==> src/rtl/rtc_time_core_if.sv <==
// Signal bundle between the time-of-day core and its key/load/display clients.
interface rtc_time_core_if;
  logic        i_mode_p;
  logic        i_inc_p;
  logic        i_dec_p;
  logic        i_load;
  logic [23:0] i_load_bcd;
  logic [23:0] o_bcd;
  logic        o_pm;
  logic [5:0]  o_blink_mask;
  logic        o_setting;
  logic        o_sec_tick;
  logic        o_day_p;
  logic        o_load_err;

  modport master (
    output i_mode_p, i_inc_p, i_dec_p, i_load, i_load_bcd,
    input  o_bcd, o_pm, o_blink_mask, o_setting, o_sec_tick, o_day_p, o_load_err
  );

  modport slave (
    input  i_mode_p, i_inc_p, i_dec_p, i_load, i_load_bcd,
    output o_bcd, o_pm, o_blink_mask, o_setting, o_sec_tick, o_day_p, o_load_err
  );
endinterface

==> src/rtl/rtc_time_core.sv <==
// BCD HH:MM:SS time-of-day core with run/set editing, load, 12/24h display and blink mask.
module rtc_time_core #(
  parameter int unsigned F_CLK    = 50000000,
  parameter int unsigned F_TICK   = 1,
  parameter bit          HOUR12   = 1'b0,
  parameter int unsigned BLINK_HZ = 2
) (
  input  logic           i_clk,
  input  logic           i_rst_n,
  rtc_time_core_if.slave bus
);

  localparam int unsigned PRE_TC    = F_CLK / F_TICK - 1;
  localparam int unsigned PRE_W     = (PRE_TC < 2) ? 1 : $clog2(PRE_TC + 1);
  localparam int unsigned BLK_HALF  = F_CLK / (2 * BLINK_HZ);
  localparam int unsigned BLK_TC    = (BLK_HALF > 1) ? BLK_HALF - 1 : 0;
  localparam int unsigned BLK_W     = (BLK_TC < 2) ? 1 : $clog2(BLK_TC + 1);
  localparam logic [PRE_W-1:0] PRE_TC_V = PRE_W'(PRE_TC);
  localparam logic [BLK_W-1:0] BLK_TC_V = BLK_W'(BLK_TC);

  localparam logic [1:0] ST_RUN   = 2'd0;
  localparam logic [1:0] ST_SET_H = 2'd1;
  localparam logic [1:0] ST_SET_M = 2'd2;
  localparam logic [1:0] ST_SET_S = 2'd3;

  function automatic logic [6:0] bcd2bin(input logic [7:0] b);
    return 7'(b[7:4]) * 7'd10 + 7'(b[3:0]);
  endfunction

  function automatic logic [7:0] bin2bcd(input logic [6:0] v);
    logic [6:0] t;
    logic [6:0] o;
    t = v / 7'd10;
    o = v % 7'd10;
    return {t[3:0], o[3:0]};
  endfunction

  function automatic logic [6:0] wrap_step(input logic [6:0] v, input logic [6:0] top, input logic up);
    if (up) return (v >= top) ? 7'd0 : v + 7'd1;
    return (v == 7'd0) ? top : v - 7'd1;
  endfunction

  // Returns {pm, hour BCD} as shown on the display; counting stays 24-hour.
  function automatic logic [8:0] hour_disp(input logic [6:0] h);
    if (!HOUR12)     return {1'b0, bin2bcd(h)};
    if (h == 7'd0)   return {1'b0, 8'h12};
    if (h < 7'd12)   return {1'b0, bin2bcd(h)};
    if (h == 7'd12)  return {1'b1, 8'h12};
    return {1'b1, bin2bcd(h - 7'd12)};
  endfunction

  logic [1:0]       state, state_n;
  logic [7:0]       hh, mm, ss, hh_n, mm_n, ss_n;
  logic [6:0]       h_bin, m_bin, s_bin;
  logic [PRE_W-1:0] pre;
  logic [BLK_W-1:0] blk_cnt, blk_cnt_n;
  logic             phase, phase_n;
  logic             tick, tick_eff, day_n, err_n, load_ok;
  logic [5:0]       mask_n;
  logic [8:0]       hdisp;

  assign h_bin = bcd2bin(hh);
  assign m_bin = bcd2bin(mm);
  assign s_bin = bcd2bin(ss);
  assign tick  = (state == ST_RUN) && (pre == PRE_TC_V);

  // Load validation, FSM stepping, seconds ripple and field editing.
  always_comb begin
    hh_n     = hh;
    mm_n     = mm;
    ss_n     = ss;
    state_n  = state;
    tick_eff = 1'b0;
    day_n    = 1'b0;
    err_n    = 1'b0;
    load_ok  = (bus.i_load_bcd[23:20] <= 4'd2) && (bus.i_load_bcd[19:16] <= 4'd9) &&
               (bus.i_load_bcd[15:12] <= 4'd5) && (bus.i_load_bcd[11:8]  <= 4'd9) &&
               (bus.i_load_bcd[7:4]   <= 4'd5) && (bus.i_load_bcd[3:0]   <= 4'd9) &&
               (bcd2bin(bus.i_load_bcd[23:16]) <= 7'd23);
    if (bus.i_load) begin
      if (load_ok) {hh_n, mm_n, ss_n} = bus.i_load_bcd;
      else         err_n = 1'b1;
    end else begin
      if (bus.i_mode_p) begin
        case (state)
          ST_RUN:   state_n = ST_SET_H;
          ST_SET_H: state_n = ST_SET_M;
          ST_SET_M: state_n = ST_SET_S;
          default:  state_n = ST_RUN;
        endcase
      end
      if (state == ST_RUN) begin
        if (tick) begin
          tick_eff = 1'b1;
          if (s_bin == 7'd59) begin
            ss_n = 8'h00;
            if (m_bin == 7'd59) begin
              mm_n = 8'h00;
              if (h_bin == 7'd23) begin
                hh_n  = 8'h00;
                day_n = 1'b1;
              end else begin
                hh_n = bin2bcd(h_bin + 7'd1);
              end
            end else begin
              mm_n = bin2bcd(m_bin + 7'd1);
            end
          end else begin
            ss_n = bin2bcd(s_bin + 7'd1);
          end
        end
      end else if (!bus.i_mode_p && (bus.i_inc_p ^ bus.i_dec_p)) begin
        case (state)
          ST_SET_H: hh_n = bin2bcd(wrap_step(h_bin, 7'd23, bus.i_inc_p));
          ST_SET_M: mm_n = bin2bcd(wrap_step(m_bin, 7'd59, bus.i_inc_p));
          default:  ss_n = bin2bcd(wrap_step(s_bin, 7'd59, bus.i_inc_p));
        endcase
      end
    end
  end

  // Blink phase: restarts on every state change, free-runs through edits.
  always_comb begin
    blk_cnt_n = blk_cnt;
    phase_n   = phase;
    mask_n    = '0;
    if ((state_n != state) || (state == ST_RUN)) begin
      blk_cnt_n = '0;
      phase_n   = 1'b0;
    end else if (blk_cnt == BLK_TC_V) begin
      blk_cnt_n = '0;
      phase_n   = ~phase;
    end else begin
      blk_cnt_n = blk_cnt + 1'b1;
    end
    if (phase_n) begin
      case (state_n)
        ST_SET_H: mask_n = 6'b110000;
        ST_SET_M: mask_n = 6'b001100;
        ST_SET_S: mask_n = 6'b000011;
        default:  mask_n = '0;
      endcase
    end
  end

  assign hdisp = hour_disp(bcd2bin(hh_n));

  // Prescaler: counts only in RUN, restarted by a valid load.
  always_ff @(posedge i_clk or negedge i_rst_n) begin
    if (!i_rst_n)                         pre <= '0;
    else if (state != ST_RUN)             pre <= '0;
    else if (bus.i_load && load_ok)       pre <= '0;
    else if (pre == PRE_TC_V)             pre <= '0;
    else                                  pre <= pre + 1'b1;
  end

  // Time, state and blink registers; outputs register the next-state view so they align with it.
  always_ff @(posedge i_clk or negedge i_rst_n) begin
    if (!i_rst_n) begin
      state            <= ST_RUN;
      hh               <= '0;
      mm               <= '0;
      ss               <= '0;
      blk_cnt          <= '0;
      phase            <= 1'b0;
      bus.o_bcd        <= HOUR12 ? 24'h120000 : '0;
      bus.o_pm         <= 1'b0;
      bus.o_blink_mask <= '0;
      bus.o_setting    <= 1'b0;
      bus.o_sec_tick   <= 1'b0;
      bus.o_day_p      <= 1'b0;
      bus.o_load_err   <= 1'b0;
    end else begin
      state            <= state_n;
      hh               <= hh_n;
      mm               <= mm_n;
      ss               <= ss_n;
      blk_cnt          <= blk_cnt_n;
      phase            <= phase_n;
      bus.o_bcd        <= {hdisp[7:0], mm_n, ss_n};
      bus.o_pm         <= hdisp[8];
      bus.o_blink_mask <= mask_n;
      bus.o_setting    <= (state_n != ST_RUN);
      bus.o_sec_tick   <= tick_eff;
      bus.o_day_p      <= day_n;
      bus.o_load_err   <= err_n;
    end
  end

endmodule

==> src/flat_wrapper.sv <==
// flat-port wrapper written by rule: the top's interface ports become plain ports
module rtc_time_core_flat 
#(
  parameter int unsigned F_CLK    = 50000000,
  parameter int unsigned F_TICK   = 1,
  parameter bit          HOUR12   = 1'b0,
  parameter int unsigned BLINK_HZ = 2
)
  (i_clk, i_rst_n, bus_i_mode_p, bus_i_inc_p, bus_i_dec_p, bus_i_load, bus_i_load_bcd, bus_o_bcd, bus_o_pm, bus_o_blink_mask, bus_o_setting, bus_o_sec_tick, bus_o_day_p, bus_o_load_err);
  rtc_time_core_if bus_i ();
  input  logic i_clk;
  input  logic i_rst_n;
  input wire logic [$bits(bus_i.i_mode_p)-1:0] bus_i_mode_p;
  input wire logic [$bits(bus_i.i_inc_p)-1:0] bus_i_inc_p;
  input wire logic [$bits(bus_i.i_dec_p)-1:0] bus_i_dec_p;
  input wire logic [$bits(bus_i.i_load)-1:0] bus_i_load;
  input wire logic [$bits(bus_i.i_load_bcd)-1:0] bus_i_load_bcd;
  output wire logic [$bits(bus_i.o_bcd)-1:0] bus_o_bcd;
  output wire logic [$bits(bus_i.o_pm)-1:0] bus_o_pm;
  output wire logic [$bits(bus_i.o_blink_mask)-1:0] bus_o_blink_mask;
  output wire logic [$bits(bus_i.o_setting)-1:0] bus_o_setting;
  output wire logic [$bits(bus_i.o_sec_tick)-1:0] bus_o_sec_tick;
  output wire logic [$bits(bus_i.o_day_p)-1:0] bus_o_day_p;
  output wire logic [$bits(bus_i.o_load_err)-1:0] bus_o_load_err;
  assign bus_i.i_mode_p = bus_i_mode_p;
  assign bus_i.i_inc_p = bus_i_inc_p;
  assign bus_i.i_dec_p = bus_i_dec_p;
  assign bus_i.i_load = bus_i_load;
  assign bus_i.i_load_bcd = bus_i_load_bcd;
  assign bus_o_bcd = bus_i.o_bcd;
  assign bus_o_pm = bus_i.o_pm;
  assign bus_o_blink_mask = bus_i.o_blink_mask;
  assign bus_o_setting = bus_i.o_setting;
  assign bus_o_sec_tick = bus_i.o_sec_tick;
  assign bus_o_day_p = bus_i.o_day_p;
  assign bus_o_load_err = bus_i.o_load_err;
  rtc_time_core #(.F_CLK(F_CLK), .F_TICK(F_TICK), .HOUR12(HOUR12), .BLINK_HZ(BLINK_HZ)) u_core (.i_clk(i_clk), .i_rst_n(i_rst_n), .bus(bus_i));
endmodule
==> config.mk <==
export PLATFORM = sky130hd
export DESIGN_NAME = rtc_time_core_flat
export DESIGN_NICKNAME = d
export VERILOG_FILES = /design/src/rtl/rtc_time_core_if.sv /design/src/rtl/rtc_time_core.sv /design/src/flat_wrapper.sv
export SDC_FILE = /design/constraint.sdc
export NUM_CORES = 1
export LEC_CHECK = 0
export ABC_AREA = 0
export CAP_MARGIN = 40
export CELL_PAD_IN_SITES_DETAIL_PLACEMENT = 0
export CELL_PAD_IN_SITES_GLOBAL_PLACEMENT = 2
export CORE_ASPECT_RATIO = 0.75
export CORE_MARGIN = 1
export CORE_UTILIZATION = 30
export CTS_CLUSTER_SIZE = 12
export DETAILED_ROUTE_END_ITERATION = 10
export PLACE_DENSITY = 0.84
export SLEW_MARGIN = 20
export SYNTH_ARGS = -nofsm -noshare
export SYNTH_HDL_FRONTEND = slang
export SYNTH_SLANG_ARGS = --single-unit
==> constraint.sdc <==
create_clock -name i_clk -period 7.7 [get_ports i_clk]
set_input_delay 0.77 -clock i_clk [delete_from_list [all_inputs] [get_ports i_clk]]
set_output_delay 0.77 -clock i_clk [all_outputs]
set_load 0.02 [all_outputs]
**Yosys cells after proc, flatten, opt, wreduce, memory -nomap -nowiden**

Cells that the tools add are included.

- Register bits after elaboration: 111
- Output and inout port bits: 35
- Logic and storage cells: 170

- Reduce and logical (&&, ||, !) cells: 18
- Multiplexer cells: 84
- Magnitude comparators: 10
- Bitwise logic cells: 2
- Equality and inequality tests: 11
- $mul: 5
- Divide/modulo/power cells: 14
- Add/sub/neg operators: 13

Operators by type and width:

| kind | count |
|---|---|
| 8-bit 2-to-1 mux | 24 |
| 7-bit 2-to-1 mux | 24 |
| 26-bit 2-to-1 mux | 3 |
| 7-bit by 4-bit divider with 7-bit output, second input constant | 7 |
| 7-bit by 4-bit modulo with 7-bit output, second input constant | 7 |
| 24-bit 2-to-1 mux | 2 |
| 7-bit by 4-bit adder with 7-bit output | 5 |
| 4-bit by 3-bit multiplier with 6-bit output, second input constant | 5 |
| 26-bit by 1-bit adder with 26-bit output, second input constant | 1 |
| 26-bit equality test, second input constant | 1 |
| 1-bit 2-to-1 mux | 26 |
| 24-bit by 1-bit adder with 24-bit output, second input constant | 1 |
| 24-bit equality test, second input constant | 1 |
| 7-bit by 1-bit adder with 7-bit output, second input constant | 3 |
| 7-bit logical NOT | 3 |
| 7-bit by 1-bit subtractor with 7-bit output, second input constant | 3 |
| 6-bit one-hot mux with 3 select lines | 1 |
| 7-bit by 6-bit equality test with 1-bit output, second input constant | 2 |
| 7-bit by 6-bit >= comparator with 1-bit output, second input constant | 2 |
| 4-bit less-or-equal comparator, second input constant | 3 |
| 1-bit logical AND | 9 |
| 4-bit by 3-bit less-or-equal comparator with 1-bit output, second input constant | 2 |
| 7-bit by 5-bit equality test with 1-bit output, second input constant | 1 |
| 7-bit by 5-bit >= comparator with 1-bit output, second input constant | 1 |
| 15 further kinds | 20 |

**Logic depth before layout (Yosys ltp)**

Gate-level depths: netlist (run 1).

- Depth after elaboration: 18
- Gate-level depth with buffers: 39
- Gate-level depth less buffers: 37

**Worst setup path after synthesis (run 1)**

OpenSTA, ideal clock, no wires.

- Path type: register -> register
- From: register u_core.hh[5]
- To: register u_core.bus.o_bcd[17]
- Arrival time: 7.735 ns
- Path buffers: 2
- Required time: 7.624 ns
- Setup slack: -0.111 ns
- Cell stages (with the launch flop): 38
- Clock period less this slack: 7.811 ns
- Library setup time: 0.076 ns
- Path through: dfrtp_1 > ha_1 > ha_1 > fa_1 > buf_2 > nand2b_1 > nor4_1 > a2111oi_2 > a211o_1 > nand3_1 > xor2_1 > o21ai_0 > ha_1 > inv_1 > a31oi_1 > a22oi_1 > xnor2_1 > ha_1 > (+2 left out) > a221o_1 > a21oi_1 > ha_1 > ha_1 > inv_1 > fa_1 > nor3b_1 > xnor2_1 > xnor2_1 > clkbuf_1 > nor2_1 > a221o_1 > nand2_1 > ha_1 > inv_1 > a31oi_1 > a21oi_1 > o21ai_1

- Cells in the longest elaborated chain, start to end: 18
- Elaborated cells on any way between the ends: 31

RTL lines:

| element | line | source |
|---|---|---|
| start: declaration | rtc_time_core.sv:53 | `logic [7:0] hh, mm, ss, hh_n, mm_n, ss_n;` |
| start signal: assignment | rtc_time_core.sv:175 | `hh <= hh_n;` |
| 4-bit by 3-bit multiplier with 6-bit output * | rtc_time_core.sv:27 | `return 7'(b[7:4]) * 7'd10 + 7'(b[3:0]);` |
| 7-bit by 4-bit adder with 7-bit output * | rtc_time_core.sv:27 |  |
| 7-bit by 1-bit adder with 7-bit output / 7-bit by 5-bit >= comparator with 1-bit output (equally long branches) | rtc_time_core.sv:39, rtc_time_core.sv:103 |  |
| 7-bit 2-to-1 mux (2 in series) | rtc_time_core.sv:39 | `if (up) return (v >= top) ? 7'd0 : v + 7'd1;` |
| 7-bit 2-to-1 mux | rtc_time_core.sv:40 | `return (v == 7'd0) ? top : v - 7'd1;` |
| 7-bit 2-to-1 mux | rtc_time_core.sv:113 | `case (state)` |
| 7-bit 2-to-1 mux | rtc_time_core.sv:112 | `end else if (!bus.i_mode_p && (bus.i_inc_p ^ bus.i_dec_p)) begin` |
| 7-bit 2-to-1 mux | rtc_time_core.sv:92 | `if (state == ST_RUN) begin` |
| (+3 left out) | - |  |
| 8-bit 2-to-1 mux | rtc_time_core.sv:112 |  |
| 8-bit 2-to-1 mux * | rtc_time_core.sv:92 |  |
| 8-bit 2-to-1 mux * | rtc_time_core.sv:80 | `if (bus.i_load) begin` |
| named net u_core.hh_n[4] | rtc_time_core.sv:53 |  |
| 4-bit by 3-bit multiplier with 6-bit output * | rtc_time_core.sv:27 |  |
| 7-bit by 4-bit adder with 7-bit output * | rtc_time_core.sv:27 |  |
| 7-bit by 4-bit modulo with 7-bit output * | rtc_time_core.sv:34 | `o = v % 7'd10;` |
| named net u_core.hdisp[1] | rtc_time_core.sv:60 | `logic [8:0] hdisp;` |
| end signal: assignment | rtc_time_core.sv:166 | `bus.o_bcd <= HOUR12 ? 24'h120000 : '0;` |
| end signal: assignment | rtc_time_core.sv:180 | `bus.o_bcd <= {hdisp[7:0], mm_n, ss_n};` |
| end: declaration | rtc_time_core_if.sv:23 | `output o_bcd, o_pm, o_blink_mask, o_setting, o_sec_tick, o_day_p, o_load_err` |

Mark *: on every way through the listed nets, which the timed path passes. The rest lies on a longest branch. The select of a mux whose other input is x is not followed.

**Worst setup path in the final report (run 1)**

- From: register u_core.hh[7]
- To: register u_core.bus.o_bcd[17]

Same word-level chain as after synthesis.

==> results of run 1 <==
## worst paths after layout
path	start	to	slack [ns]	cells after the start
worst min-delay path	i_rst_n	u_core.blk_cnt[18]	0.37	1
worst max-delay path	u_core.hh[7]	u_core.bus.o_bcd[17]	-0.04	31
worst max register to register	u_core.hh[7]	u_core.bus.o_bcd[17]	-0.04	31
max in group asynchronous	i_rst_n	u_core.hh[3]	6.20	2
worst min register to register	u_core.blk_cnt[0]	u_core.blk_cnt[0]	0.49	1
min in group i_clk	u_core.blk_cnt[0]	u_core.blk_cnt[0]	0.49	1
## sequential cells by signal, summed over array words and instances, names as in the netlist, 2 cells and up
signal	cells
u_core.blk_cnt	24
u_core.bus.o_blink_mask	3
u_core.bus.o_bcd	24
u_core.hh	7
u_core.pre	26
u_core.state	2
## per-layer routing
metal	global-route usage [%]	up-vias
met1	27.4	4928
met5	0	-
met3	3.12	38
met4	4.16	0
li1	-	5026
met2	27.6	312
## kinds of logic (layout without fill, tap and decap cells)
| family | Yosys count | in the layout | share of synthesized area [%] |
|---|---|---|---|
| simple gates | 539 | 539 | 26.0 |
| compound gates | 367 | 367 | 24.8 |
| xor+xnor | 118 | 118 | 12.0 |
| buf+inv | 98 | 210 | 4.18 |
| flops | 91 | 91 | 22.0 |
| fa+ha+maj | 67 | 67 | 8.80 |
| mux | 22 | 22 | 2.21 |
| other cells | 1 | 1 | 0.0362 |
## metrics by stage
step,worst slack (ns),utilization (%),setup TNS [ns]
2_1_floorplan,0.000700,-,0
3_3_place_gp,-0.126,35.1,-0.240
3_5_place_dp,-0.382,35.1,-1.19
4_1_cts,0.0115,36.3,0
5_1_grt,-0.399,37.5,-1.06
6_report,-0.0423,37.5,-0.0423
## layout make-up
class | instances | area share (%)
multi-input cells | 1114 | 63.4
flip-flops and latches | 91 | 18.0
well taps | 450 | 4.45
clock buffers | 9 | 1.78
repair buffers | 158 | 10.7
inverters | 37 | 1.10
clock inverters | 6 | 0.603
## critical path: cells and delay by family, from the launching register on
family / cells / cell delay, ns
AO/OA/AOI/OAI: 14 / 2.89
adder cells (fa/ha/maj): 8 / 2.45
AND/OR/NAND/NOR: 3 / 1.15
XOR/XNOR: 4 / 0.73
flip-flops: 1 / 0.39
buffers and inverters: 2 / 0.08
## Yosys cell counts, types with 11 or more instances
cell type / number
sky130_fd_sc_hd__o21a_1: 11
sky130_fd_sc_hd__clkbuf_1: 35
sky130_fd_sc_hd__o22ai_1: 13
sky130_fd_sc_hd__nor4_1: 15
sky130_fd_sc_hd__dfrtp_1: 91
sky130_fd_sc_hd__inv_1: 37
sky130_fd_sc_hd__a211oi_1: 22
sky130_fd_sc_hd__nor2_1: 152
sky130_fd_sc_hd__nor3_1: 41
sky130_fd_sc_hd__o21ai_0: 76
sky130_fd_sc_hd__mux2i_1: 15
sky130_fd_sc_hd__a22oi_1: 13
sky130_fd_sc_hd__or3_1: 13
sky130_fd_sc_hd__nand2_1: 125
sky130_fd_sc_hd__a21oi_1: 56
sky130_fd_sc_hd__nor2b_1: 11
sky130_fd_sc_hd__a21o_1: 15
sky130_fd_sc_hd__nand3_1: 61
sky130_fd_sc_hd__and3_1: 27
sky130_fd_sc_hd__a31oi_1: 27
sky130_fd_sc_hd__xnor2_1: 59
sky130_fd_sc_hd__nand2b_1: 18
sky130_fd_sc_hd__nand4_1: 17
sky130_fd_sc_hd__o211ai_1: 18
sky130_fd_sc_hd__o21ai_1: 12
sky130_fd_sc_hd__xor2_1: 43
sky130_fd_sc_hd__ha_1: 56
## timing repair
action | CTS | global route
setup buffers | 1 | 15
setup endpoints to repair | 4 | 4
resized for setup | 16 | 66
pin swaps | 1 | 28
cloned | 0 | 0
==> impl_results.html, run 1 <==
<table>
<tr><th>Metric</th><th>Value</th></tr>
<tr><th colspan="2">Route</th></tr>
<tr><td>1st-pass router iterations</td><td>7</td></tr>
<tr><td>Number of DRC markers in iteration 0</td><td>934</td></tr>
<tr><td>Remaining routing DRC violations</td><td>0</td></tr>
<tr><td>Via-per-instance ratio</td><td>5.52</td></tr>
<tr><td>Highest metal layer used by the detailed router</td><td>met4</td></tr>
<tr><td>Wire length on met2</td><td>14.1 mm</td></tr>
<tr><td>Amount of wire on met3 after detailed routing</td><td>2.10 mm</td></tr>
<tr><td>Met1 wire length</td><td>15.9 mm</td></tr>
<tr><td>Total wire length</td><td>32.7 mm</td></tr>
<tr><td>Post-route antenna net violation count</td><td>0</td></tr>
<tr><td>Routed wire per std cell</td><td>17.5 um</td></tr>
<tr><td>Vias</td><td>10300</td></tr>
<tr><th colspan="2">Clocking</th></tr>
<tr><td>Clock root buffer</td><td>sky130_fd_sc_hd__clkbuf_16</td></tr>
<tr><td>Number of buffers on the longest clock path</td><td>2</td></tr>
<tr><td>Insertion delay of the later-clocked pin in the worst-skew pair</td><td>0.36 ns</td></tr>
<tr><td>Clock tree from TritonCTS</td><td>done</td></tr>
<tr><td>Cts hold-fix bufs</td><td>0</td></tr>
<tr><td>Count of H-tree levels built during CTS</td><td>3</td></tr>
<tr><td>Total clock buffers created by CTS</td><td>9</td></tr>
<tr><td>Clk sink count</td><td>91</td></tr>
<tr><td>Clock slew seen by the registers of the worst setup and hold paths</td><td>0.07 ns</td></tr>
<tr><th colspan="2">Finish</th></tr>
<tr><td>Final design instance area without fill</td><td>12700 um^2</td></tr>
<tr><td>Number of fill cells</td><td>3446</td></tr>
<tr><td>Area taken by multi-input logic gates</td><td>8020 um^2</td></tr>
<tr><td>NumNets Final</td><td>1507</td></tr>
<tr><td>Highest-count cells in the layout ignoring fill and taps</td><td>sky130_fd_sc_hd__nor2_1, sky130_fd_sc_hd__nand2_1, sky130_fd_sc_hd__buf_4, sky130_fd_sc_hd__dfrtp_1, sky130_fd_sc_hd__o21ai_0</td></tr>
<tr><td>Antenna cell count</td><td>0</td></tr>
<tr><td>Most frequent standard cell in the layout excluding fill and tap cells</td><td>sky130_fd_sc_hd__nor2_1</td></tr>
<tr><td>P&amp;R area growth vs syn</td><td>22.3%</td></tr>
<tr><td>Total area of sequential cells</td><td>2280 um^2</td></tr>
<tr><td>Number of cells in the finished layout apart from fillers</td><td>1865</td></tr>
<tr><td>Share of cells above drive strength 1</td><td>15.5%</td></tr>
<tr><th colspan="2">Logic synthesis</th></tr>
<tr><td>Flop and latch count out of synthesis</td><td>91</td></tr>
<tr><td>Synthesized area</td><td>10400 um^2</td></tr>
<tr><td>Dominant synthesized flop cell</td><td>sky130_fd_sc_hd__dfrtp_1</td></tr>
<tr><td>Post-synthesis sequential area ratio</td><td>22.0%</td></tr>
<tr><td>Async S/R FF share, synth</td><td>100%</td></tr>
<tr><td>Proportion of netlist area held by the largest area contributor</td><td>22.0%</td></tr>
<tr><td>Count of flip-flops with a built-in enable after synthesis</td><td>0</td></tr>
<tr><td>Synthesized area divided by synthesized cell count</td><td>7.94 um^2</td></tr>
<tr><td>Gate count of the mapped netlist</td><td>1303</td></tr>
<tr><td>Most area-consuming cells after synthesis</td><td>sky130_fd_sc_hd__dfrtp_1, sky130_fd_sc_hd__ha_1, sky130_fd_sc_hd__nor2_1</td></tr>
<tr><td>Yosys Warn Count</td><td>0</td></tr>
<tr><td>Post-synthesis net count</td><td>1399</td></tr>
<tr><td>Synth unique cells</td><td>98</td></tr>
<tr><td>Most area-hungry cell type in the Yosys netlist</td><td>sky130_fd_sc_hd__dfrtp_1</td></tr>
<tr><th colspan="2">Place</th></tr>
<tr><td>Half-perimeter wire length after placement</td><td>25.2 mm</td></tr>
<tr><td>RePlAce Congestion</td><td>0.909</td></tr>
<tr><td>Post-placement cell count</td><td>1834</td></tr>
<tr><td>Total of buffers placed on input and output ports</td><td>63</td></tr>
<tr><td>Post-detailed-placement cell area</td><td>11900 um^2</td></tr>
<tr><th colspan="2">Setup path</th></tr>
<tr><td>Worst Path Required</td><td>7.98 ns</td></tr>
<tr><td>Slowest stage delay, CP</td><td>0.66 ns</td></tr>
<tr><td>Critical path endpoint category</td><td>flip-flop</td></tr>
<tr><td>Max FO, Critical Path</td><td>7</td></tr>
<tr><td>Critical Path Most Common Cell</td><td>sky130_fd_sc_hd__ha_2</td></tr>
<tr><td>Category of the most critical setup path</td><td>flip-flop to flip-flop</td></tr>
<tr><td>Worst path arrival time</td><td>8.02 ns</td></tr>
<tr><td>Max stage delay cell, worst path</td><td>sky130_fd_sc_hd__fa_2</td></tr>
<tr><td>Startpoint type of the worst setup path</td><td>flip-flop</td></tr>
<tr><th colspan="2">Hold path</th></tr>
<tr><td>Path category of the worst min-delay check</td><td>primary input to asynchronous set/reset pin</td></tr>
<tr><th colspan="2">GRT</th></tr>
<tr><td>Initial antenna violation count</td><td>0</td></tr>
<tr><td>Number of global-route vias before repair</td><td>9537</td></tr>
<tr><td>Total overflow reported by the global router</td><td>0</td></tr>
<tr><td>First-pass GRT wire length</td><td>52.4 mm</td></tr>
<tr><td>GRT Overall Usage</td><td>18.5%</td></tr>
<tr><td>Maximum number of pins on one net before global-route repair</td><td>56</td></tr>
<tr><th colspan="2">Run</th></tr>
<tr><td>Number of maximum-capacitance constraint violations</td><td>0</td></tr>
<tr><th colspan="2">Floorplan</th></tr>
<tr><td>Standard cell core area</td><td>33700 um^2</td></tr>
<tr><td>Die Y</td><td>163 um</td></tr>
<tr><td>Initial standard-cell utilization of the core</td><td>30.7%</td></tr>
<tr><td>DIE AREA</td><td>35300 um^2</td></tr>
<tr><td>I/O pin total</td><td>65</td></tr>
<tr><td>Die width</td><td>216 um</td></tr>
<tr><td>Number of cell rows</td><td>58</td></tr>
<tr><th colspan="2">Timing</th></tr>
<tr><td>Minimum clock period</td><td>7.74 ns</td></tr>
<tr><td>Maximum clock frequency</td><td>129 MHz</td></tr>
<tr><td>Hold slack</td><td>0.368 ns</td></tr>
<tr><td>RSZ-0062 raised after global routing</td><td>yes</td></tr>
<tr><td>Number of hold-slack violations in the final timing report</td><td>0</td></tr>
<tr><td>Final setup margin</td><td>-0.0423 ns</td></tr>
<tr><td>Final setup violation count</td><td>1</td></tr>
<tr><td>Relative max-transition margin</td><td>41.7%</td></tr>
<tr><td>Final clock skew</td><td>0.0145 ns</td></tr>
<tr><td>Share of the cycle needed by the critical path after routing</td><td>101%</td></tr>
<tr><td>Worst Max-Slew Pin Slew</td><td>0.869 ns</td></tr>
<tr><td>Final Max Tran Viols</td><td>0</td></tr>
<tr><th colspan="2">Status</th></tr>
<tr><td>Outcome</td><td>finished, violations left</td></tr>
<tr><td>Violations in the final reports</td><td>negative setup slack</td></tr>
</table>
Power of run 1 is left out: the tool's default activity adds up to more than one toggle a clock period on the data nets, which glitch-free logic cannot reach.
==> run 2: changes to the inputs <==
Settings changed: ABC_AREA 0 to default.
==> results of run 2 <==
Final layout, timing and power as in run 1 (identical DEF).
Power of run 2 is left out for the same reason.
